[config.mk]
export PLATFORM = sky130hd
export DESIGN_NAME = ula_despacho
export DESIGN_NICKNAME = d
export VERILOG_FILES = /design/src/rtl/ula_despacho.sv
export SDC_FILE = /design/constraint.sdc
export NUM_CORES = 1
export LEC_CHECK = 0
export CAP_MARGIN = 20
export CORE_ASPECT_RATIO = 1.2
export CORE_MARGIN = 2
export CORE_UTILIZATION = 35
export CTS_BUF_LIST = sky130_fd_sc_hd__clkbuf_2 sky130_fd_sc_hd__clkbuf_4 sky130_fd_sc_hd__clkbuf_8
export DETAILED_ROUTE_END_ITERATION = 10
export PLACE_DENSITY = 0.56
export SETUP_SLACK_MARGIN = 0.05
export SLEW_MARGIN = 5
export SYNTH_ARGS = -nofsm -noshare
export SYNTH_HDL_FRONTEND = slang
export SYNTH_SLANG_ARGS = --single-unit
[constraint.sdc]
create_clock -name clock -period 2.3 [get_ports clock]
set_clock_uncertainty 0.15 [all_clocks]
set_input_delay 0.575 -clock clock [delete_from_list [all_inputs] [get_ports clock]]
set_output_delay 0.575 -clock clock [all_outputs]
set_load 0.05 [all_outputs]
[src/rtl/ula_despacho.sv]
// ula_despacho
// Issue side of the ULA interface. Takes one register-form instruction at a
// time over a valid/ready handshake. It reads both operands from the
// internal register bank and presents them to the combinational ULA. It
// captures the 32-bit result and returns it over a valid/ready result
// handshake, then writes the low LARGURA bits back into the bank.
//
// Configuration macro: ULA_DESPACHO_DIV0_EN
//   defined   -> opcode 00111 with operand2 == 0 is trapped
//                (res_dado = FFFF_FFFF, res_erro = 1, no writeback)
//   undefined -> divide-by-zero goes through the ULA like any other op
//
// Ports
//   clock, resetn                       clock (rising edge), async active-low reset
//   instr_valid/instr_ready             instruction handshake
//   instr_opcode/rd/rs1/rs2             instruction fields
//   ula_operando1/2, ula_opcode         drive the ULA (0 while idle)
//   ula_resultado                       ULA result, combinational
//   res_valid/res_ready                 result handshake
//   res_dado/res_rd/res_erro            captured result, destination, error flag
//   dbg_sel/dbg_dado                    combinational debug read of the bank
module ula_despacho #(
  parameter  int NREG    = 8,
  parameter  int LARGURA = 16,
  localparam int IW      = $clog2(NREG)
) (
  input  logic               clock,
  input  logic               resetn,
  input  logic               instr_valid,
  output logic               instr_ready,
  input  logic [4:0]         instr_opcode,
  input  logic [IW-1:0]      instr_rd,
  input  logic [IW-1:0]      instr_rs1,
  input  logic [IW-1:0]      instr_rs2,
  output logic [LARGURA-1:0] ula_operando1,
  output logic [LARGURA-1:0] ula_operando2,
  output logic [4:0]         ula_opcode,
  input  logic [31:0]        ula_resultado,
  output logic               res_valid,
  input  logic               res_ready,
  output logic [31:0]        res_dado,
  output logic [IW-1:0]      res_rd,
  output logic               res_erro,
  input  logic [IW-1:0]      dbg_sel,
  output logic [LARGURA-1:0] dbg_dado
);

  typedef enum logic [1:0] {
    OCIOSO  = 2'd0,
    EXECUTA = 2'd1,
    ENTREGA = 2'd2
  } estado_t;

  estado_t r_estado;
  estado_t w_prox;

  logic [LARGURA-1:0] r_bank [NREG];
  logic [LARGURA-1:0] r_op1;
  logic [LARGURA-1:0] r_op2;
  logic [4:0]         r_opcode;
  logic [IW-1:0]      r_rd;
  logic [31:0]        r_res_dado;
  logic [IW-1:0]      r_res_rd;
  logic               r_res_erro;

  logic               w_aceita;
  logic               w_captura;
  logic               w_conclui;
  logic               w_opcode_ok;
  logic               w_trap;
  logic [LARGURA-1:0] w_le1;
  logic [LARGURA-1:0] w_le2;

  // State register.
  always_ff @(posedge clock or negedge resetn) begin
    if (!resetn) begin
      r_estado <= OCIOSO;
    end else begin
      r_estado <= w_prox;
    end
  end

  // Next-state and handshake decode. An instruction offered outside OCIOSO
  // is simply not acknowledged; nothing is queued.
  always_comb begin
    w_prox      = r_estado;
    instr_ready = 1'b0;
    res_valid   = 1'b0;
    w_aceita    = 1'b0;
    w_captura   = 1'b0;
    w_conclui   = 1'b0;
    case (r_estado)
      OCIOSO: begin
        instr_ready = 1'b1;
        if (instr_valid) begin
          w_aceita = 1'b1;
          w_prox   = EXECUTA;
        end
      end
      EXECUTA: begin
        w_captura = 1'b1;
        w_prox    = ENTREGA;
      end
      ENTREGA: begin
        res_valid = 1'b1;
        if (res_ready) begin
          w_conclui = 1'b1;
          w_prox    = OCIOSO;
        end
      end
      default: w_prox = OCIOSO;
    endcase
  end

  // r0 is hard-wired to zero on every read port.
  assign w_le1    = (instr_rs1 == '0) ? '0 : r_bank[instr_rs1];
  assign w_le2    = (instr_rs2 == '0) ? '0 : r_bank[instr_rs2];
  assign dbg_dado = (dbg_sel == '0) ? '0 : r_bank[dbg_sel];

  assign w_opcode_ok = (r_opcode == 5'b00010) ||
                       ((r_opcode >= 5'b00100) && (r_opcode <= 5'b01101));

`ifdef ULA_DESPACHO_DIV0_EN
  assign w_trap = (r_opcode == 5'b00111) && (r_op2 == '0);
`else
  assign w_trap = 1'b0;
`endif

  // The ULA only sees live operands while an instruction is in flight.
  assign ula_operando1 = (r_estado == OCIOSO) ? '0 : r_op1;
  assign ula_operando2 = (r_estado == OCIOSO) ? '0 : r_op2;
  assign ula_opcode    = (r_estado == OCIOSO) ? '0 : r_opcode;

  assign res_dado = r_res_dado;
  assign res_rd   = r_res_rd;
  assign res_erro = r_res_erro;

  // Operand capture on accept. The bank is sampled here, so rs == rd reads
  // the old value, and an earlier writeback is already visible.
  always_ff @(posedge clock or negedge resetn) begin
    if (!resetn) begin
      r_op1    <= '0;
      r_op2    <= '0;
      r_opcode <= '0;
      r_rd     <= '0;
    end else if (w_aceita) begin
      r_op1    <= w_le1;
      r_op2    <= w_le2;
      r_opcode <= instr_opcode;
      r_rd     <= instr_rd;
    end
  end

  // Result capture at the end of EXECUTA. Bad opcodes and trapped divides
  // ignore the ULA output entirely.
  always_ff @(posedge clock or negedge resetn) begin
    if (!resetn) begin
      r_res_dado <= '0;
      r_res_rd   <= '0;
      r_res_erro <= 1'b0;
    end else if (w_captura) begin
      r_res_rd <= r_rd;
      if (!w_opcode_ok) begin
        r_res_dado <= '0;
        r_res_erro <= 1'b1;
      end else if (w_trap) begin
        r_res_dado <= 32'hFFFF_FFFF;
        r_res_erro <= 1'b1;
      end else begin
        r_res_dado <= ula_resultado;
        r_res_erro <= 1'b0;
      end
    end
  end

  // Writeback happens only on the result handshake. Only the low LARGURA
  // bits are kept. Writes to r0 and errored results are dropped.
  always_ff @(posedge clock or negedge resetn) begin
    if (!resetn) begin
      for (int i = 0; i < NREG; i++) begin
        r_bank[i] <= '0;
      end
    end else if (w_conclui && (r_res_rd != '0) && !r_res_erro) begin
      r_bank[r_res_rd] <= r_res_dado[LARGURA-1:0];
    end
  end

endmodule

==> flow_metrics.tcl <==
set metrics [dict create \
    via_per_inst 5.383 \
    whs_ns 0.3297 \
    critPathKind "in -> out" \
    slew_viol_final 0 \
    synth_area_leaders "dfrtp_1, mux2_2, mux2i_1" \
    layout-drive-gt1-share_pct 48.78 \
    syn_nets 929 \
    clock_sinks 190 \
    syn_area_per_cell_sq_um 11.71 \
    yosysWarningCount 0 \
    globalRouteTotalUtil_pct 22.92 \
    hold_path_depth 2 \
    rows 68 \
    synth_seq_cells 190 \
    async_reset_ff_share_pct 100.0 \
    crit_top_cell "buf_12" \
    stdcell_area_sq_mm 0.01484 \
    syn_to_final_growth_pct 44.67 \
    setup_slack_ns -0.1572 \
    dpl.cell_count 1421 \
    min_to "res_rd[0]$_DFFE_PN0N_" \
    placeableCoreArea_sq_mm 0.02884 \
    vias 8274 \
    dp_hpwl_um 21690 \
    instances_no_fill 1537 \
    yosysUniqueCellTypes 39 \
    clkTransAtPathRegs_ns 0.11 \
    yosysSeqAreaShare_pct 46.34 \
    die_h_um 191.6 \
    grt-ovfl-total 0 \
    n_antenna_cell 0 \
    vdd_drop_max_uv 778.4 \
    required_ns 1.57 \
    crit_fanout 8 \
    cts_max_level 4 \
    ff2ff_path_depth 9 \
    cp_slowest_stage_delay_ns 0.27 \
    grt_setup_unrepaired "yes" \
    initial_core_util_pct 35.57 \
    grt_pass1_wl_um 52390 \
    critical_path.endpoint_type "output pin" \
    drv_cap 0 \
    worstPathArrival_ns 1.73 \
    r2r-start "r_estado[0]$_DFFE_PN0P_" \
    leakage_nw 7.004 \
    synth_edf_count 0 \
    hold_viol_final 0 \
    cp_cell_sequence "buf_8, buf_12, buf_12, buf_6, mux4_2, nand2_1, o21ai_2, buf_12" \
    p_total_mw 18.14 \
    utilization_pct 51.46 \
    cts_root_buffer "clkbuf_8" \
    antenna_found_initial 1 \
    drt_iter0_markers 558 \
    wl_um 34150 \
    die_area_sq_mm 0.03071 \
    fp.dieW_um 160.3 \
    max_freq_mhz 407.0 \
    cts_tree "built" \
    slew-limit-headroom_pct 60.56 \
    violations "negative setup slack" \
    dpl_cell_area_sq_mm 0.01317 \
    syn-cell-area_sq_mm 0.01026 \
    grt_pass1_vias 8554 \
    netlist_instances 876 \
    setup_viol 48 \
    final_antenna_net_count 0 \
    wl_per_cell_um 22.22 \
    r2r_end "r_op1[15]$_DFFE_PN0P_" \
    worst_pin_slew_ns 0.5768 \
    hp-start "r_rd[0]$_DFFE_PN0P_" \
    clk_latency_ns 0.49 \
    cts_max_path_buffers 2 \
    status "complete, but fails checks" \
    hold_class "reg -> reg" \
    cts_made_buffers 17 \
    ios 144 \
    synth_top_area_cell "dfrtp_1" \
    drc 0 \
    drtPass1Iterations 6 \
    num-nets-final 1192 \
    fin_crit_ns 2.457 \
    io_buffers 143 \
    ys.flop_type "dfrtp_1" \
    slowest_stage "mux4_2" \
    critPathLaunchType "input pin" \
    pwr_density_cell_mw_per_mm2 1222 \
    grt_max_degree 54 \
    r2r_slack_ns 0.16 \
    min_period_over_period_pct 106.8 \
    synth_top_area_share_pct 46.34 \
    gp_congestion 0.8207 \
]
==> placed cells by master (no fill, tap or decap), types with 4 or more instances in the layout <==
cell	instances
o22a_1	27
o21ai_0	33
o21ai_4	14
dfrtp_1	190
a221oi_1	4
a22oi_1	28
nand2_2	14
clkbuf_8	19
mux4_2	17
clkdlybuf4s50_1	46
o221ai_1	27
a22oi_2	14
buf_4	141
inv_6	5
buf_12	57
mux2_2	134
nor2b_4	38
buf_6	44
mux2_4	30
dlygate4sd2_1	16
nand2_1	109
nor2b_1	4
mux2i_1	59
nor2_1	29
==> cell families after synthesis <==
family / count (synthesis) / share of synthesized area, %
AO/OA/AOI/OAI: 162 / 11.30
buffers and inverters: 72 / 3.634
flip-flops: 190 / 46.34
multiplexers: 241 / 28.68
AND/OR/NAND/NOR: 211 / 10.04
==> area by class of cell <==
type,instances,area [sq um]
Tap cell,385,481.7
Timing Repair Buffer,314,3457
Fill cell,2522,14000
Inverter,2,7.507
Clock buffer,18,247.7
Sequential cell,190,4755
Clock inverter,14,172.7
Multi-Input combinational cell,614,5722
==> Yosys cell counts, drive strengths merged (3+ instances only) <==
master and n:
a221oi 4, a22oi 42, buf 38, clkbuf 32, dfrtp 190, mux2 164, mux2i 60, mux4 17
nand2 124, nand2b 3, nor2 31, nor2b 42, o21ai 48, o221ai 27, o22a 27, o22ai 3
o31ai 4
==> stage by stage <==
step | setup WS [ns] | setup TNS (ns)
after global placement | -0.6464 | -21.53
after detailed placement | -0.6490 | -22.50
after floorplan | -0.05144 | -0.7462
after global routing | -0.2160 | -7.099
final | -0.1572 | -2.936
after CTS | -0.1771 | -6.485
==> registers in the layout, indices dropped and copies added, names as in the netlist <==
register and flops:
r_bank 112, r_estado 2, r_op1 16, r_op2 16, r_opcode 5, r_rd 3
res_dado 32, res_erro 1, res_rd 3
==> critical path: cells and delay by family <==
family	cells	cell delay, ns
and+or+nand+nor	1	0.09
buffers and inverters	5	0.70
AOI/OAI and AO/OA	1	0.09
muxes	1	0.27
==> metal layers <==
metal  part of all wire [%]  wire length, um  vias up  track usage, %
met5                      0                0        -               0
met4                    2.4              832        0           7.866
met3                    5.9             2030       49           3.754
met2                     48            16300      291           37.43
met1                     44            14990     4199           31.05
li1                       -                -     3735               -
==> how the worst max path moves through the flow <==
stage / startpoint / cells after the start / to
2_1_floorplan: r_estado[1]$_DFFE_PN0P_ / 3 / ula_opcode[0]
3_3_place_gp: dbg_sel[1] / 6 / dbg_dado[13]
3_5_place_dp: dbg_sel[1] / 7 / dbg_dado[10]
4_1_cts: r_bank[62]$_DFFE_PN0P_ / 3 / dbg_dado[14]
5_1_grt: r_bank[62]$_DFFE_PN0P_ / 3 / dbg_dado[14]
6_report: dbg_sel[1] / 8 / dbg_dado[0]
==> what timing repair did <==
item | in CTS | in global routing
endpoints found under the hold margin | 49 | 0
setup buffers | 66 | 15
resized for setup | 136 | 20
setup endpoints to repair | 69 | 55
cloned | 7 | 1
hold buffers | 1 | 0
pin swaps | 11 | 5
==> report_power, final <==
group          total [mW]  leakage (nW)  switching, mW  internal, mW
Sequential           5.83          2.53           1.28          4.54
Combinational        9.94          4.26           5.25          4.68
Clock                2.38         0.212           1.34          1.04
No activity file was read; power rests on OpenSTA's default activity.
